==> src/rtl/classifier_argmax_pkg.sv <==
// Shared constants, types and helpers for the classifier argmax block.
package classifier_pkg;

  // Width of one activation value coming from a final-layer node.
  localparam int ACT_W = 8;

  // Default confidence threshold: margins below this flag a low-confidence decision.
  localparam logic [ACT_W-1:0] MARGIN_MIN_DEF = 8'd4;

  // Controller states of the argmax scanner.
  typedef enum logic [1:0] {
    IDLE = 2'd0,
    SCAN = 2'd1,
    DONE = 2'd2
  } argmax_state_t;

  // Class index width; a single class still needs one index bit.
  function automatic int idx_width(input int n);
    return (n <= 1) ? 1 : $clog2(n);
  endfunction

endpackage

==> src/rtl/classifier_argmax_if.sv <==
// Bus between the final network layer / system interface and the argmax block.
//
// Handshakes: a transfer happens on a rising clock edge where both valid and
// ready are high. The producer keeps its data stable while valid is high and
// ready is low; ready may depend on state only, never on the partner's valid.
// Input side: act_in/in_valid (producer) against in_ready (argmax block).
// Output side: result fields/out_valid (argmax block) against out_ready.
interface classifier_argmax_if
  import classifier_pkg::*;
#(
  parameter int N_CLASS = 4
);

  localparam int IDX_W = idx_width(N_CLASS);

  logic [ACT_W*N_CLASS-1:0] act_in;
  logic                     in_valid;
  logic                     in_ready;
  logic                     out_valid;
  logic                     out_ready;
  logic [IDX_W-1:0]         class_idx;
  logic [ACT_W-1:0]         max_val;
  logic [ACT_W-1:0]         margin;
  logic                     low_conf;
  argmax_state_t            state;

  // Argmax block side.
  modport slave (
    input  act_in, in_valid, out_ready,
    output in_ready, out_valid, class_idx, max_val, margin, low_conf, state
  );

  // Network / system side.
  modport master (
    output act_in, in_valid, out_ready,
    input  in_ready, out_valid, class_idx, max_val, margin, low_conf, state
  );

endinterface

==> src/rtl/classifier_argmax_update.sv <==
// One scan step: fold activation v (at index cnt) into the running best/second.
module argmax_update
  import classifier_pkg::*;
#(
  parameter int IDX_W = 2
) (
  input  logic [ACT_W-1:0] v,
  input  logic [IDX_W-1:0] cnt,
  input  logic [ACT_W-1:0] best,
  input  logic [ACT_W-1:0] second,
  input  logic [IDX_W-1:0] best_idx,
  output logic [ACT_W-1:0] next_best,
  output logic [ACT_W-1:0] next_second,
  output logic [IDX_W-1:0] next_best_idx
);

  // Strict compares so an equal later value never steals the lead (lowest index wins).
  always_comb begin
    next_best     = best;
    next_second   = second;
    next_best_idx = best_idx;
    if (v > best) begin
      next_second   = best;
      next_best     = v;
      next_best_idx = cnt;
    end else if (v > second) begin
      next_second = v;
    end
  end

endmodule

==> src/rtl/classifier_argmax.sv <==
// Final-stage decision block: captures a vector of class activations, scans it
// one class per cycle for the winner and runner-up, and presents the winning
// index, its activation, the margin and a low-confidence flag.
module classifier_argmax
  import classifier_pkg::*;
#(
  parameter int               N_CLASS    = 4,
  parameter logic [ACT_W-1:0] MARGIN_MIN = MARGIN_MIN_DEF
) (
  input logic               clk,
  input logic               reset,
  classifier_argmax_if.slave bus
);

  localparam int               IDX_W  = idx_width(N_CLASS);
  // Bank is padded to a power of two so the scan counter indexes it exactly.
  localparam int               BANK_D = 1 << IDX_W;
  localparam logic [IDX_W-1:0] LAST   = IDX_W'(N_CLASS - 1);

  argmax_state_t          state;
  logic                   alive;      // low in reset, high from the first edge after it
  logic [IDX_W-1:0]       cnt;
  logic [ACT_W-1:0]       best;
  logic [ACT_W-1:0]       second;
  logic [IDX_W-1:0]       best_idx;

  logic                   out_valid_r;
  logic [IDX_W-1:0]       class_idx_r;
  logic [ACT_W-1:0]       max_val_r;
  logic [ACT_W-1:0]       margin_r;
  logic                   low_conf_r;

  logic [ACT_W-1:0]       bank [BANK_D];
  logic [ACT_W*BANK_D-1:0] act_pad;

  logic                   in_ready;
  logic                   accept;
  logic [ACT_W-1:0]       v;
  logic [ACT_W-1:0]       next_best;
  logic [ACT_W-1:0]       next_second;
  logic [IDX_W-1:0]       next_best_idx;
  logic [ACT_W-1:0]       next_margin;

  // Ready only while idle and out of reset; keeps in_ready low during reset.
  assign in_ready = (state == IDLE) && alive;
  assign accept   = in_ready && bus.in_valid;
  assign act_pad  = (ACT_W*BANK_D)'(bus.act_in);
  assign v        = bank[cnt];

  argmax_update #(
    .IDX_W (IDX_W)
  ) u_update (
    .v             (v),
    .cnt           (cnt),
    .best          (best),
    .second        (second),
    .best_idx      (best_idx),
    .next_best     (next_best),
    .next_second   (next_second),
    .next_best_idx (next_best_idx)
  );

  // second never exceeds best, so this subtraction cannot wrap.
  assign next_margin = next_best - next_second;

  // Capture the whole activation vector only on an accepted input transfer.
  always_ff @(posedge clk) begin
    if (accept) begin
      for (int i = 0; i < BANK_D; i++) begin
        bank[i] <= act_pad[ACT_W*i +: ACT_W];
      end
    end
  end

  // Controller: IDLE accepts a vector, SCAN folds one class per cycle, DONE holds the result.
  always_ff @(posedge clk or posedge reset) begin
    if (reset) begin
      state       <= IDLE;
      alive       <= 1'b0;
      cnt         <= '0;
      best        <= '0;
      second      <= '0;
      best_idx    <= '0;
      out_valid_r <= 1'b0;
      class_idx_r <= '0;
      max_val_r   <= '0;
      margin_r    <= '0;
      low_conf_r  <= 1'b0;
    end else begin
      alive <= 1'b1;
      case (state)
        IDLE: begin
          if (accept) begin
            best     <= '0;
            second   <= '0;
            best_idx <= '0;
            cnt      <= '0;
            state    <= SCAN;
          end
        end
        SCAN: begin
          best     <= next_best;
          second   <= next_second;
          best_idx <= next_best_idx;
          cnt      <= cnt + 1'b1;
          if (cnt == LAST) begin
            class_idx_r <= next_best_idx;
            max_val_r   <= next_best;
            margin_r    <= next_margin;
            low_conf_r  <= (next_margin < MARGIN_MIN);
            out_valid_r <= 1'b1;
            state       <= DONE;
          end
        end
        DONE: begin
          if (bus.out_ready) begin
            out_valid_r <= 1'b0;
            state       <= IDLE;
          end
        end
        default: begin
          state       <= IDLE;
          out_valid_r <= 1'b0;
        end
      endcase
    end
  end

  assign bus.in_ready  = in_ready;
  assign bus.out_valid = out_valid_r;
  assign bus.class_idx = class_idx_r;
  assign bus.max_val   = max_val_r;
  assign bus.margin    = margin_r;
  assign bus.low_conf  = low_conf_r;
  assign bus.state     = state;

endmodule

==> src/flat_wrapper.sv <==
// flat-port wrapper written by rule: the top's interface ports become plain ports
module classifier_argmax_flat import classifier_pkg::*;
#(
  parameter int               N_CLASS    = 4,
  parameter logic [ACT_W-1:0] MARGIN_MIN = MARGIN_MIN_DEF
)
  (clk, reset, bus_act_in, bus_in_valid, bus_out_ready, bus_in_ready, bus_out_valid, bus_class_idx, bus_max_val, bus_margin, bus_low_conf, bus_state);
  classifier_argmax_if #(.N_CLASS(N_CLASS)) bus_i ();
  input logic clk;
  input logic reset;
  input wire logic [$bits(bus_i.act_in)-1:0] bus_act_in;
  input wire logic [$bits(bus_i.in_valid)-1:0] bus_in_valid;
  input wire logic [$bits(bus_i.out_ready)-1:0] bus_out_ready;
  output wire logic [$bits(bus_i.in_ready)-1:0] bus_in_ready;
  output wire logic [$bits(bus_i.out_valid)-1:0] bus_out_valid;
  output wire logic [$bits(bus_i.class_idx)-1:0] bus_class_idx;
  output wire logic [$bits(bus_i.max_val)-1:0] bus_max_val;
  output wire logic [$bits(bus_i.margin)-1:0] bus_margin;
  output wire logic [$bits(bus_i.low_conf)-1:0] bus_low_conf;
  output wire logic [$bits(bus_i.state)-1:0] bus_state;
  assign bus_i.act_in = bus_act_in;
  assign bus_i.in_valid = bus_in_valid;
  assign bus_i.out_ready = bus_out_ready;
  assign bus_in_ready = bus_i.in_ready;
  assign bus_out_valid = bus_i.out_valid;
  assign bus_class_idx = bus_i.class_idx;
  assign bus_max_val = bus_i.max_val;
  assign bus_margin = bus_i.margin;
  assign bus_low_conf = bus_i.low_conf;
  assign bus_state = bus_i.state;
  classifier_argmax #(.N_CLASS(N_CLASS), .MARGIN_MIN(MARGIN_MIN)) u_core (.clk(clk), .reset(reset), .bus(bus_i));
endmodule
==> config.mk <==
export PLATFORM = sky130hd
export DESIGN_NAME = classifier_argmax_flat
export DESIGN_NICKNAME = d
export VERILOG_FILES = /design/src/rtl/classifier_argmax_pkg.sv /design/src/rtl/classifier_argmax_if.sv /design/src/rtl/classifier_argmax_update.sv /design/src/rtl/classifier_argmax.sv /design/src/flat_wrapper.sv
export SDC_FILE = /design/constraint.sdc
export NUM_CORES = 1
export LEC_CHECK = 0
export ABC_AREA = 1
export CORE_UTILIZATION = 45
export DETAILED_ROUTE_END_ITERATION = 10
export MAX_ROUTING_LAYER = met4
export PLACE_DENSITY = 0.71
export SETUP_SLACK_MARGIN = 0.5
export SKIP_LAST_GASP = 1
export SYNTH_ARGS = -nofsm -noshare
export SYNTH_HDL_FRONTEND = slang
export SYNTH_SLANG_ARGS = --single-unit
==> constraint.sdc <==
create_clock -name clk -period 9.42 [get_ports clk]
set_input_delay 1.413 -clock clk [delete_from_list [all_inputs] [get_ports clk]]
set_output_delay 1.413 -clock clk [all_outputs]
set_load 0.02 [all_outputs]
**After elaboration in Yosys (flattened, before gate mapping)**

Memories as Yosys holds them, arrays and structs flattened.
Cells that the tools add are included.

- Bits in registers: 43
- Memory bits (writable): 32
- Input port bits: 36
- Output and inout port bits: 23
- Logic and storage cells: 51
- Memories kept: 1

Memory list:

| name | words | width | read ports | clocked after Yosys merged registers in | write ports | RTL line | RTL |
|---|---|---|---|---|---|---|---|
| u_core.bank | 4 | 8 | 1 | 0 | 4 | classifier_argmax.sv:33 | `logic [ACT_W-1:0] bank [BANK_D];` |

- Add/sub/neg operators: 2
- Magnitude comparators: 3
- Equality and inequality tests: 6
- Multiplexer cells: 19
- Bitwise logic cells: 1
- Reduce and logical (&&, ||, !) cells: 8

Operator list:

| kind | number |
|---|---|
| $mux W8 | 4 |
| $pmux W8 S2 | 2 |
| $gt A8 B8 Y1 | 2 |
| $mux W2 | 5 |
| $lt A8 B3 Y1 const B | 1 |
| $pmux W2 S2 | 2 |
| $sub A8 B8 Y8 | 1 |
| $pmux W2 S3 | 1 |
| $reduce_and A3 Y1 | 2 |
| $eq A2 B2 Y1 const B | 2 |
| $mux W1 | 4 |
| $ne A2 B1 Y1 const B | 2 |
| $reduce_and A2 Y1 | 2 |
| $pmux W1 S3 | 1 |
| $add A2 B1 Y2 const B | 1 |
| $eq A2 B1 Y1 const B | 1 |
| $logic_and A1 B1 Y1 | 2 |
| $logic_not A2 Y1 | 1 |
| $ne A2 B2 Y1 const B | 1 |
| $reduce_bool A2 Y1 | 1 |
| $not A1 Y1 | 1 |

**Logic depth before layout (Yosys ltp)**

An unclocked memory read counts as a cell.

- Depth in word-level cells: 6
- Mapped depth: 31

**Hierarchy**

A second synthesis with hierarchy kept.

- Cell total of the unflattened synthesis: 454
- Area, all modules: 4017.6 sq um

Modules (own cells, without submodules):

| module | instances | cells each | area each (sq um) | sequential area each (sq um) |
|---|---|---|---|---|
| classifier_argmax | 1 | 313 | 3198.1 | 2037.0 |
| argmax_update | 1 | 141 | 819.5 | 0.0 |

**Least setup slack after synthesis**

Ideal clock, no wire load.

- Kind: reg2reg
- Start: register u_core.cnt[0]
- End: register u_core.low_conf_r (netlist: u_core.bus.low_conf)
- Library setup time: 0.116 ns
- Arrival: 3.630 ns
- Setup slack: 5.674 ns
- Cell stages (with the launch flop): 29
- Period minus slack after synthesis: 3.746 ns
- Cells stage by stage: dfrtp_1 > inv_2 > buf_6 > buf_2 > nand2_1 > a32oi_1 > ha_1 > nand2_1 > inv_2 > nand2_1 > nand2_1 > nand2_1 > nand2_2 > nand2_4 > inv_1 > clkbuf_1 > o21ai_0 > inv_1 > ha_1 > nand3b_1 > and2_1 > inv_1 > nand3_2 > nand2_1 > nand3_1 > nand3_1 > nand2_1 > nand2_1 > nand2_1

- Elaborated cells on any way between the ends: 10
- Classes of those cells: add/sub: 1; order compare: 3; eq/ne: 1; mux: 3; reduce/logical: 1; memory: 1

RTL lines:

| element | RTL line | RTL |
|---|---|---|
| from (decl) | classifier_argmax.sv:22 | `logic [IDX_W-1:0] cnt;` |
| from (signal assigned) | classifier_argmax.sv:105 | `cnt <= cnt + 1'b1;` |
| $mem_v2 Z4 W8 * | - |  |
| $gt A8 B8 Y1 | classifier_argmax_update.sv:22 | `if (v > best) begin` |
| $mux W8 * | classifier_argmax_update.sv:22 |  |
| named net u_core.next_best[1] | classifier_argmax.sv:39 | `logic [ACT_W-1:0] next_best;` |
| $sub A8 B8 Y8 * | classifier_argmax.sv:64 | `assign next_margin = next_best - next_second;` |
| $lt A8 B3 Y1 * | classifier_argmax.sv:110 | `low_conf_r <= (next_margin < MARGIN_MIN);` |
| to (signal assigned) | classifier_argmax.sv:110 |  |
| to (decl) | classifier_argmax.sv:31 | `logic low_conf_r;` |

The timed path passes the listed nets; every way through them passes the cells marked *.
A chain may end at the register's enable or synchronous reset.

**Worst setup path in the final report**

Same ends and word-level chain as after synthesis.

==> results.json <==
{
  "status": "completed",
  "criticalPathCategory": "flip-flop to flip-flop",
  "ys.warnings.count": 0,
  "syn_inst": 426,
  "first_iter_violations": 215,
  "cts_root_buf": "clkbuf_8",
  "hold_viol": 0,
  "slew_viol_final": 0,
  "vias_per_cell": 5.109,
  "cts.clk_slew.worst_paths_ps": 80,
  "cp-start-kind": "flip-flop",
  "ys_top_cells_by_area": "dfrtp_1 28%, edfxtp_1 25%, nand2_1 11%",
  "ys_seq_elements": 75,
  "num-fill-cells": 763,
  "avgSynthCellArea_um2": 9.158,
  "seq_area_frac_synth": 0.5221,
  "layout.cells.non_filler": 594,
  "critPathTopFamily": "simple AND/OR/NAND/NOR gates",
  "fin_crit_ps": 4667,
  "dp.cells": 578,
  "yosysMostFrequentCell": "nand2_1",
  "start_util": 0.4701,
  "dr.pass1.iters": 4,
  "path_depth": 27,
  "synth_edf_count": 32,
  "yosysTopAreaCell": "dfrtp_1",
  "crit_slowest_cell": "o21ai_0",
  "die_width_um": 95.11,
  "dp_hpwl_um": 5993,
  "cts_sinks": 75,
  "synth_common_cells": "113 x nand2_1, 50 x inv_1, 43 x dfrtp_1",
  "final-setup-viol-count": 0,
  "cts_tree": "yes",
  "critPathArrivalTime_ps": 4920,
  "critPathBufInv": 5,
  "num_io_pins": 59,
  "place_ws_ps": 4765,
  "timing.critical_path.mode_cell": "nand2_1",
  "slowest_delay_ps": 590,
  "gp_congestion": 0.8930,
  "antenna_found_initial": 0,
  "drt_wl_total_um": 8054,
  "wl_per_cell_um": 13.56,
  "async_flop_share": 0.5733,
  "cts_setup_buffers": 0,
  "fin_crit_sh": 0.4955,
  "rsz0062_at_grt": "no",
  "critPathMaxFanout": 27,
  "drive_gt1_frac": 0.09407,
  "finish.net_count": 543,
  "dieHeight_um": 95.11,
  "clk_latency_ps": 350,
  "final_util": 0.5770,
  "drc": 0,
  "worst-slew-pin-transition_ps": 1137,
  "drtAntennaViolNets": 0,
  "synthesis.area_mm2": 0.003901,
  "cts_max_level": 3,
  "n_antenna_cell": 0,
  "grt-ovfl-total": 0,
  "synth_cell_types": 39,
  "crit_required_ps": 9670,
  "grt_max_degree": 44,
  "slew_headroom": 0.2414,
  "tns_ps": 0,
  "vias": 3035,
  "maxCapViolCount": 0,
  "min_path_cells": 2,
  "synth_top_area_share": 0.2758,
  "grt_usage": 0.2048,
  "grt_pass1_wl_um": 13700,
  "io_buffers": 58,
  "rr_worst_depth": 27,
  "max_freq_ghz": 0.2143,
  "clockBufferDepth": 2,
  "finalClockSkew_ps": 10.37,
  "core_area_mm2": 0.008299,
  "cts_buffers": 9,
  "grt_pass1_vias": 2918,
  "cts_resized": 0,
  "rows": 33,
  "hold_class": "flip-flop to flip-flop",
  "die-area_mm2": 0.009046,
  "synth_ff_type": "dfrtp_1",
  "syn_nets": 485,
  "setup_ws_ps": 4753,
  "postCtsHoldBufs": 0,
  "endpoint_kind": "flip-flop",
  "area_delta_synth_final_pct": 22.74
}
==> worst min-delay path, delay by kind of cell, from the launching register on <==
family | cells | cell delay (ps)
DFF | 1 | 350
and+or+nand+nor | 2 | 100
==> kinds of logic after synthesis <==
group,count (synthesis),share of synthesized area
compound gates,89,0.1360
flops,75,0.5221
xor+xnor,2,0.004491
buf+inv,70,0.07088
other cells,1,0.0009612
fa+ha+maj,23,0.07569
simple gates,166,0.1899
==> final timing paths <==
path | start | to | slack (ps)
setup / recovery | u_core.cnt[0]$_DFFE_PP0P_ | u_core.bus.low_conf$_DFFE_PP0P_ | 4750
hold / removal | u_core.bus.low_conf$_DFFE_PP0P_ | u_core.bus.low_conf$_DFFE_PP0P_ | 480
setup reg to reg | u_core.cnt[0]$_DFFE_PP0P_ | u_core.bus.low_conf$_DFFE_PP0P_ | 4750
hold reg to reg | u_core.bus.low_conf$_DFFE_PP0P_ | u_core.bus.low_conf$_DFFE_PP0P_ | 480
max in group asynchronous | reset | u_core.best[1]$_DFFE_PP0P_ | 7540
min in group asynchronous | reset | u_core.bus.state[1]$_DFFE_PP0P_ | 1500
==> layout make-up <==
type | instances | area, µm² | area share
Timing Repair Buffer | 60 | 595.6 | 0.1244
Multi-Input combinational cell | 281 | 1588 | 0.3316
Sequential cell | 75 | 2037 | 0.4254
Clock buffer | 9 | 123.9 | 0.02587
Inverter | 57 | 214.0 | 0.04468
Clock inverter | 7 | 98.84 | 0.02064
Tap cell | 105 | 131.4 | 0.02744
==> metrics by stage <==
stage	hold WS (ps)	instance area [µm²]
global placement	463.6	4566
finish	483.9	4788
global route	510.1	4788
CTS	490.0	4788
detailed placement	467.5	4566
floorplan	504.8	3901
==> sequential cells by signal, summed over array words and instances, names as in the netlist <==
name	cells
u_core.bus.margin	8
u_core.bank	32
u_core.alive	1
u_core.cnt	2
u_core.second	8
u_core.bus.low_conf	1
u_core.bus.state	2
u_core.bus.class_idx	2
u_core.best_idx	2
u_core.bus.out_valid	1
u_core.best	8
u_core.bus.max_val	8
==> placed cells by master (no fill, tap or decap), drive strengths merged, types with 2 or more instances in the layout <==
| cell type | n |
|---|---|
| nand4 | 2 |
| dfrtp | 43 |
| nor2 | 15 |
| clkbuf | 9 |
| o21ai | 44 |
| o22ai | 15 |
| inv | 59 |
| nand3 | 25 |
| o21bai | 2 |
| edfxtp | 32 |
| bufinv | 2 |
| buf | 2 |
| a21oi | 13 |
| o211ai | 9 |
| a32oi | 2 |
| clkdlybuf4s50 | 58 |
| nand2 | 121 |
| ha | 22 |
| clkinv | 2 |
==> layer usage <==
layer	wire, µm	GRT usage
met1	3722	0.2589
met2	3809	0.3274
met3	380	0.04466
met4	141	0.06566
met5	0	-
Power is left out: the tool's default activity adds up to more than one toggle a clock period on the data nets, which glitch-free logic cannot reach.
